`src/rtl/mio_int_responder.sv`:
```
// ============================================================================
// mio_int_responder : MIO bus slave that latches source edges and runs the
// interrupt claim/acknowledge handshake with the SCPU.   Rev 1.0
// ============================================================================
`default_nettype none

module mio_int_responder #(
  parameter int          NSRC      = 6,
  parameter logic [31:0] BASE_ADDR = 32'hF000_0100
) (
  input  logic            clk,
  input  logic            rstn,
  input  logic [NSRC-1:0] src_i,
  input  logic [31:0]     addr_bus,
  input  logic [31:0]     Cpu_data2bus,
  input  logic            mem_w,
  input  logic            rd_en,
  output logic [31:0]     Cpu_data4bus,
  output logic            int_o,
  output logic [31:0]     cause_o
);

  typedef enum logic [1:0] {
    IDLE    = 2'd0,
    REQ     = 2'd1,
    SERVICE = 2'd2
  } state_t;

  localparam logic [1:0] OFF_PENDING = 2'd0;
  localparam logic [1:0] OFF_MASK    = 2'd1;
  localparam logic [1:0] OFF_CLAIM   = 2'd2;
  localparam logic [1:0] OFF_ACK     = 2'd3;

  state_t          state_q, state_d;
  logic [NSRC-1:0] sync1_q, sync1_d, sync2_q, sync2_d, sync3_q, sync3_d;
  logic [NSRC-1:0] pending_q, pending_d, mask_q, mask_d;
  logic [4:0]      claimed_idx_q, claimed_idx_d;
  logic            err_q, err_d;
  logic            int_o_q, int_o_d;
  logic [31:0]     cause_o_q, cause_o_d;

  logic            sel, bus_wr, bus_rd, ack_wr, ack_hit;
  logic [1:0]      off;
  logic [4:0]      ack_idx;
  logic [NSRC-1:0] src_edge, clr, act_q, act_d;
  logic [31:0]     rdata;
  logic            unused_bits;

  function automatic logic [4:0] lowest_idx(input logic [NSRC-1:0] v);
    lowest_idx = '0;
    for (int i = NSRC - 1; i >= 0; i--) begin
      if (v[i]) lowest_idx = 5'(i);
    end
  endfunction

  assign sel         = (addr_bus[31:4] == BASE_ADDR[31:4]);
  assign off         = addr_bus[3:2];
  assign bus_wr      = sel & mem_w;
  assign bus_rd      = sel & rd_en;
  assign ack_wr      = bus_wr && (off == OFF_ACK);
  assign ack_idx     = Cpu_data2bus[4:0];
  assign ack_hit     = ack_wr && (state_q == SERVICE) && (ack_idx == claimed_idx_q);
  assign src_edge    = sync2_q & ~sync3_q;
  assign act_q       = pending_q & mask_q;
  assign unused_bits = ^{addr_bus[1:0], Cpu_data2bus};

  always_comb begin
    sync1_d       = src_i;
    sync2_d       = sync1_q;
    sync3_d       = sync2_q;
    mask_d        = mask_q;
    clr           = '0;
    err_d         = err_q;
    state_d       = state_q;
    claimed_idx_d = claimed_idx_q;

    if (bus_wr && (off == OFF_MASK))    mask_d = Cpu_data2bus[NSRC-1:0];
    if (bus_wr && (off == OFF_PENDING)) clr    = Cpu_data2bus[NSRC-1:0];
    for (int i = 0; i < NSRC; i++) begin
      if (ack_hit && (5'(i) == claimed_idx_q)) clr[i] = 1'b1;
    end
    // A fresh edge outranks any clear of the same bit in the same cycle.
    pending_d = (pending_q & ~clr) | src_edge;
    act_d     = pending_d & mask_d;

    if (ack_wr) err_d = (state_q == SERVICE) && (ack_idx != claimed_idx_q);

    case (state_q)
      IDLE: begin
        if ((act_q != '0) && (act_d != '0)) state_d = REQ;
      end
      REQ: begin
        if (bus_rd && (off == OFF_CLAIM)) begin
          claimed_idx_d = lowest_idx(act_q);
          state_d       = SERVICE;
        end else if (act_d == '0) begin
          state_d = IDLE;
        end
      end
      SERVICE: begin
        if (ack_hit) state_d = IDLE;
      end
      default: state_d = IDLE;
    endcase

    // Outputs track the next state so the cause register always matches hi.
    int_o_d = (state_d == REQ);
    case (state_d)
      REQ:     cause_o_d = {1'b1, 26'b0, lowest_idx(act_d)};
      SERVICE: cause_o_d = {1'b1, 26'b0, claimed_idx_d};
      default: cause_o_d = '0;
    endcase
  end

  always_comb begin
    rdata = '0;
    if (bus_rd) begin
      case (off)
        OFF_PENDING: rdata[NSRC-1:0] = pending_q;
        OFF_MASK:    rdata[NSRC-1:0] = mask_q;
        OFF_CLAIM:   rdata           = cause_o_q;
        default:     rdata           = {31'b0, err_q};
      endcase
    end
  end

  always_ff @(posedge clk or negedge rstn) begin
    if (!rstn) begin
      state_q       <= IDLE;
      sync1_q       <= '0;
      sync2_q       <= '0;
      sync3_q       <= '0;
      pending_q     <= '0;
      mask_q        <= '0;
      claimed_idx_q <= '0;
      err_q         <= 1'b0;
      int_o_q       <= 1'b0;
      cause_o_q     <= '0;
    end else begin
      state_q       <= state_d;
      sync1_q       <= sync1_d;
      sync2_q       <= sync2_d;
      sync3_q       <= sync3_d;
      pending_q     <= pending_d;
      mask_q        <= mask_d;
      claimed_idx_q <= claimed_idx_d;
      err_q         <= err_d;
      int_o_q       <= int_o_d;
      cause_o_q     <= cause_o_d;
    end
  end

  assign Cpu_data4bus = rdata;
  assign int_o        = int_o_q;
  assign cause_o      = cause_o_q;

endmodule

`default_nettype wire

```
`config.mk`:
```
export PLATFORM = sky130hd
export DESIGN_NAME = mio_int_responder
export DESIGN_NICKNAME = d
export VERILOG_FILES = /design/src/rtl/mio_int_responder.sv
export SDC_FILE = /design/constraint.sdc
export NUM_CORES = 1
export LEC_CHECK = 0
export CAP_MARGIN = 25
export CORE_AREA = 5 5 79 81
export DETAILED_ROUTE_END_ITERATION = 10
export DIE_AREA = 0 0 84 86
export DONT_BUFFER_PORTS = 1
export PLACE_DENSITY = 0.66
export SETUP_SLACK_MARGIN = 0.4
export SYNTH_ARGS = -nofsm -noshare
export SYNTH_HDL_FRONTEND = slang
export SYNTH_SLANG_ARGS = --single-unit
```
`constraint.sdc`:
```
create_clock -name clk -period 2.8 [get_ports clk]
set_clock_uncertainty 0.1 [all_clocks]
set_input_delay 0.56 -clock clk [delete_from_list [all_inputs] [get_ports clk]]
set_output_delay 0.56 -clock clk [all_outputs]
set_load 0.05 [all_outputs]
```
==> flow_summary.json <==
{
  "drcViolationCount": 0,
  "die_area_um2": 7220,
  "syn-cell-area_um2": 2650,
  "clockBufferDepth": 2,
  "p_per_area_nw_per_um2": 389,
  "post-place-ws_ns": -0.647,
  "num_rows": 27,
  "min_period_ns": 3.04,
  "critPathKind": "in -> out",
  "relSlewSlack_pct": 63.5,
  "crit_required_ns": 2.14,
  "max_freq_ghz": 0.328,
  "rr_worst_depth": 11,
  "cts.sinks": 45,
  "setup_viol": 13,
  "syn_inst": 260,
  "p_int_mw": 0.876,
  "cts_buffers": 5,
  "dp_hpwl_mm": 5.03,
  "drtAntennaViolNets": 0,
  "avgSynthCellArea_um2": 10.2,
  "cellLeakagePower_nw": 1.53,
  "antenna_found_initial": 0,
  "swShare_pct": 33.3,
  "grt_usage_pct": 17.3,
  "timing.final.ws_setup_ns": -0.245,
  "p_comb_share_pct": 16.0,
  "via_per_inst": 5.28,
  "drv_cap": 0,
  "ys_seq_area_share_pct": 42.5,
  "grt_max_degree": 46,
  "outcome": "finished, violations left",
  "slowest_stage": "or4_4",
  "ioPinCount": 139,
  "cp_max_fo": 4,
  "layout.cells.non_filler": 383,
  "gr-total-overflow": 0,
  "synthFlopType": "dfrtp_1",
  "wire_per_inst_um": 17.0,
  "critPathCaptureType": "output pin",
  "area_growth_pct": 27.3,
  "hold_class": "in -> reg",
  "start_kind": "input pin",
  "drive_gt1_share_pct": 33.8,
  "path_buf_inv": 4,
  "drv_slew": 0,
  "postLayoutCoreUtil_pct": 62.4,
  "fillers": 449,
  "multi_input_area_um2": 1530,
  "slowest_delay_ns": 0.56,
  "clk_pin_slew_ns": 0.10,
  "power.switching_mw": 0.437,
  "ys_seq_elements": 45,
  "die_width_um": 84,
  "clk_root_buffer_cell": "clkbuf_8",
  "fin_setup_tns_ns": -2.18,
  "cts_tree": "done",
  "final_common_cell": "conb_1",
  "crit_top_cell": "buf_6",
  "violations": "negative setup slack",
  "p_clk_share_pct": 33.3,
  "synth_edf_count": 0,
  "worstPathCellList": "or4_4 > or2_4 > nor3_4 > buf_4 > buf_6 > nand3_4 > buf_6 > nor2_4 > buf_12",
  "nNetsFinal": 386,
  "drt_wl_total_mm": 6.52,
  "coreArea_um2": 5410,
  "fin_crit_sh_pct": 109,
  "synth-async-reset-ratio_pct": 100,
  "grt_pass1_wl_mm": 9.80,
  "seq_power_share_pct": 50.8,
  "cp.depth": 9,
  "drt_pass1_iterations": 4,
  "peakVddDrop_mv": 0.334,
  "worstHoldPathCells": 0,
  "layout_common_cells": "conb_1, dfrtp_1, buf_4",
  "n_antenna_cell": 0,
  "hold_viol_final": 0,
  "numPlacedInstances": 367,
  "htreeDepth": 2,
  "insertion_delay_ns": 0.31,
  "yosysUniqueCellTypes": 56,
  "final-seq-area_um2": 1130,
  "crit_arrival_ns": 2.38,
  "initial_utilization_pct": 49.0,
  "critPathTopFamily": "simple AND/OR/NAND/NOR gates",
  "die_h_um": 86,
  "worst_slew_pin_slew_ns": 0.547,
  "rsz0062_at_grt": "yes",
  "portBuffers": 0,
  "grt_pass1_vias": 1943,
  "ys_warn_count": 0,
  "first_iter_violations": 135,
  "gp_congestion": 0.942,
  "vias": 2022
}
repair_timing:
item | in CTS | in global routing
pin swaps | 2 | 12
resized for setup | 14 | 36
hold endpoints to repair | 45 | 0
setup buffers | 1 | 5
endpoints found under the setup margin | 18 | 18
hold buffers | 2 | 0
synthesized netlist by cell type, types with 3 or more instances:
cell type   n  share of area [%]
dfrtp_1    45                 43
mux2_2      7                3.0
nor2_1     17                2.4
o31a_1      3               0.99
and2_1      4               0.94
nor2b_1    15                3.5
a41oi_1     3               0.99
inv_1       9                1.3
nand2_1    11                1.6
xor2_1      5                1.7
nand4_1     5                1.2
mux2i_1     7                2.6
nor3_1      4               0.76
a21oi_1    10                1.9
clkbuf_1    3               0.43
buf_4      51                 14
nand2b_1    4               0.94
nand3b_1    3               0.85
nor4_1      7                1.7
metrics by stage:
stage                     total power [mW]  hold WS (ns)  instance area (um2)
after floorplan                      0.916         0.164                 2890
after global placement               0.864         0.165                 2950
after detailed placement             0.865         0.165                 2950
after CTS                             1.32         0.161                 3160
after global routing                  1.37         0.145                 3370
final                                 1.31         0.171                 3370
registers in the layout, summed over array words and instances (netlist names):
signal,flops
sync2_q,6
mask_q,6
err_q,1
pending_q,6
cause_o,6
int_o,1
claimed_idx_q,5
state_q,2
sync3_q,6
sync1_q,6
area by class of cell:
cell class                      count  area share (%)
Multi-Input combinational cell    200            45.4
Sequential cell                    45            33.4
Timing Repair Buffer               49            14.7
Tap cell                           72            2.67
Clock buffer                        5            2.04
Inverter                            9            1.00
Clock inverter                      3           0.854
logic make-up (layout without fill, tap and decap cells):
logic type                 after synthesis  after routing  synth area share, %
muxes                                   15             15                 6.47
other                                    1             51                0.142
and+or+nand+nor                         89             89                 21.1
AOI/OAI and AO/OA                       38             38                 10.7
xor gates and xnor gates                 5              5                 1.65
adders and majority gates                2              2                0.945
DFF                                     45             45                 42.5
buffers and inverters                   65             66                 16.5
final timing paths:
| kind | startpoint | end | slack, ns |
|---|---|---|---|
| setup / recovery | addr_bus[21] | Cpu_data4bus[31] | -0.24 |
| hold / removal | src_i[4] | sync1_q[4] | 0.17 |
| setup reg to reg | claimed_idx_q[1] | cause_o[2] | -0.06 |
| hold reg to reg | sync1_q[2] | sync2_q[2] | 0.26 |
| max in group asynchronous | rstn | claimed_idx_q[0] | 1.76 |
| min in group asynchronous | rstn | mask_q[4] | 0.64 |
power by group through the flow:
stage	Clock [mW]	Sequential, mW	Combinational (mW)
after CTS	0.449	0.666	0.206
after detailed placement	0	0.680	0.186
after global routing	0.483	0.668	0.220
after floorplan	0	0.678	0.237
after global placement	0	0.679	0.185
final	0.437	0.666	0.209
routing by layer:
| layer | global-route usage [%] | share of wire, % |
|---|---|---|
| met1 | 21.1 | 37 |
| met2 | 29.7 | 51 |
| met3 | 5.28 | 10 |
| met5 | 0 | 0 |
| met4 | 5.26 | 1.1 |
Note: power is estimated with default switching activity, not from simulation.
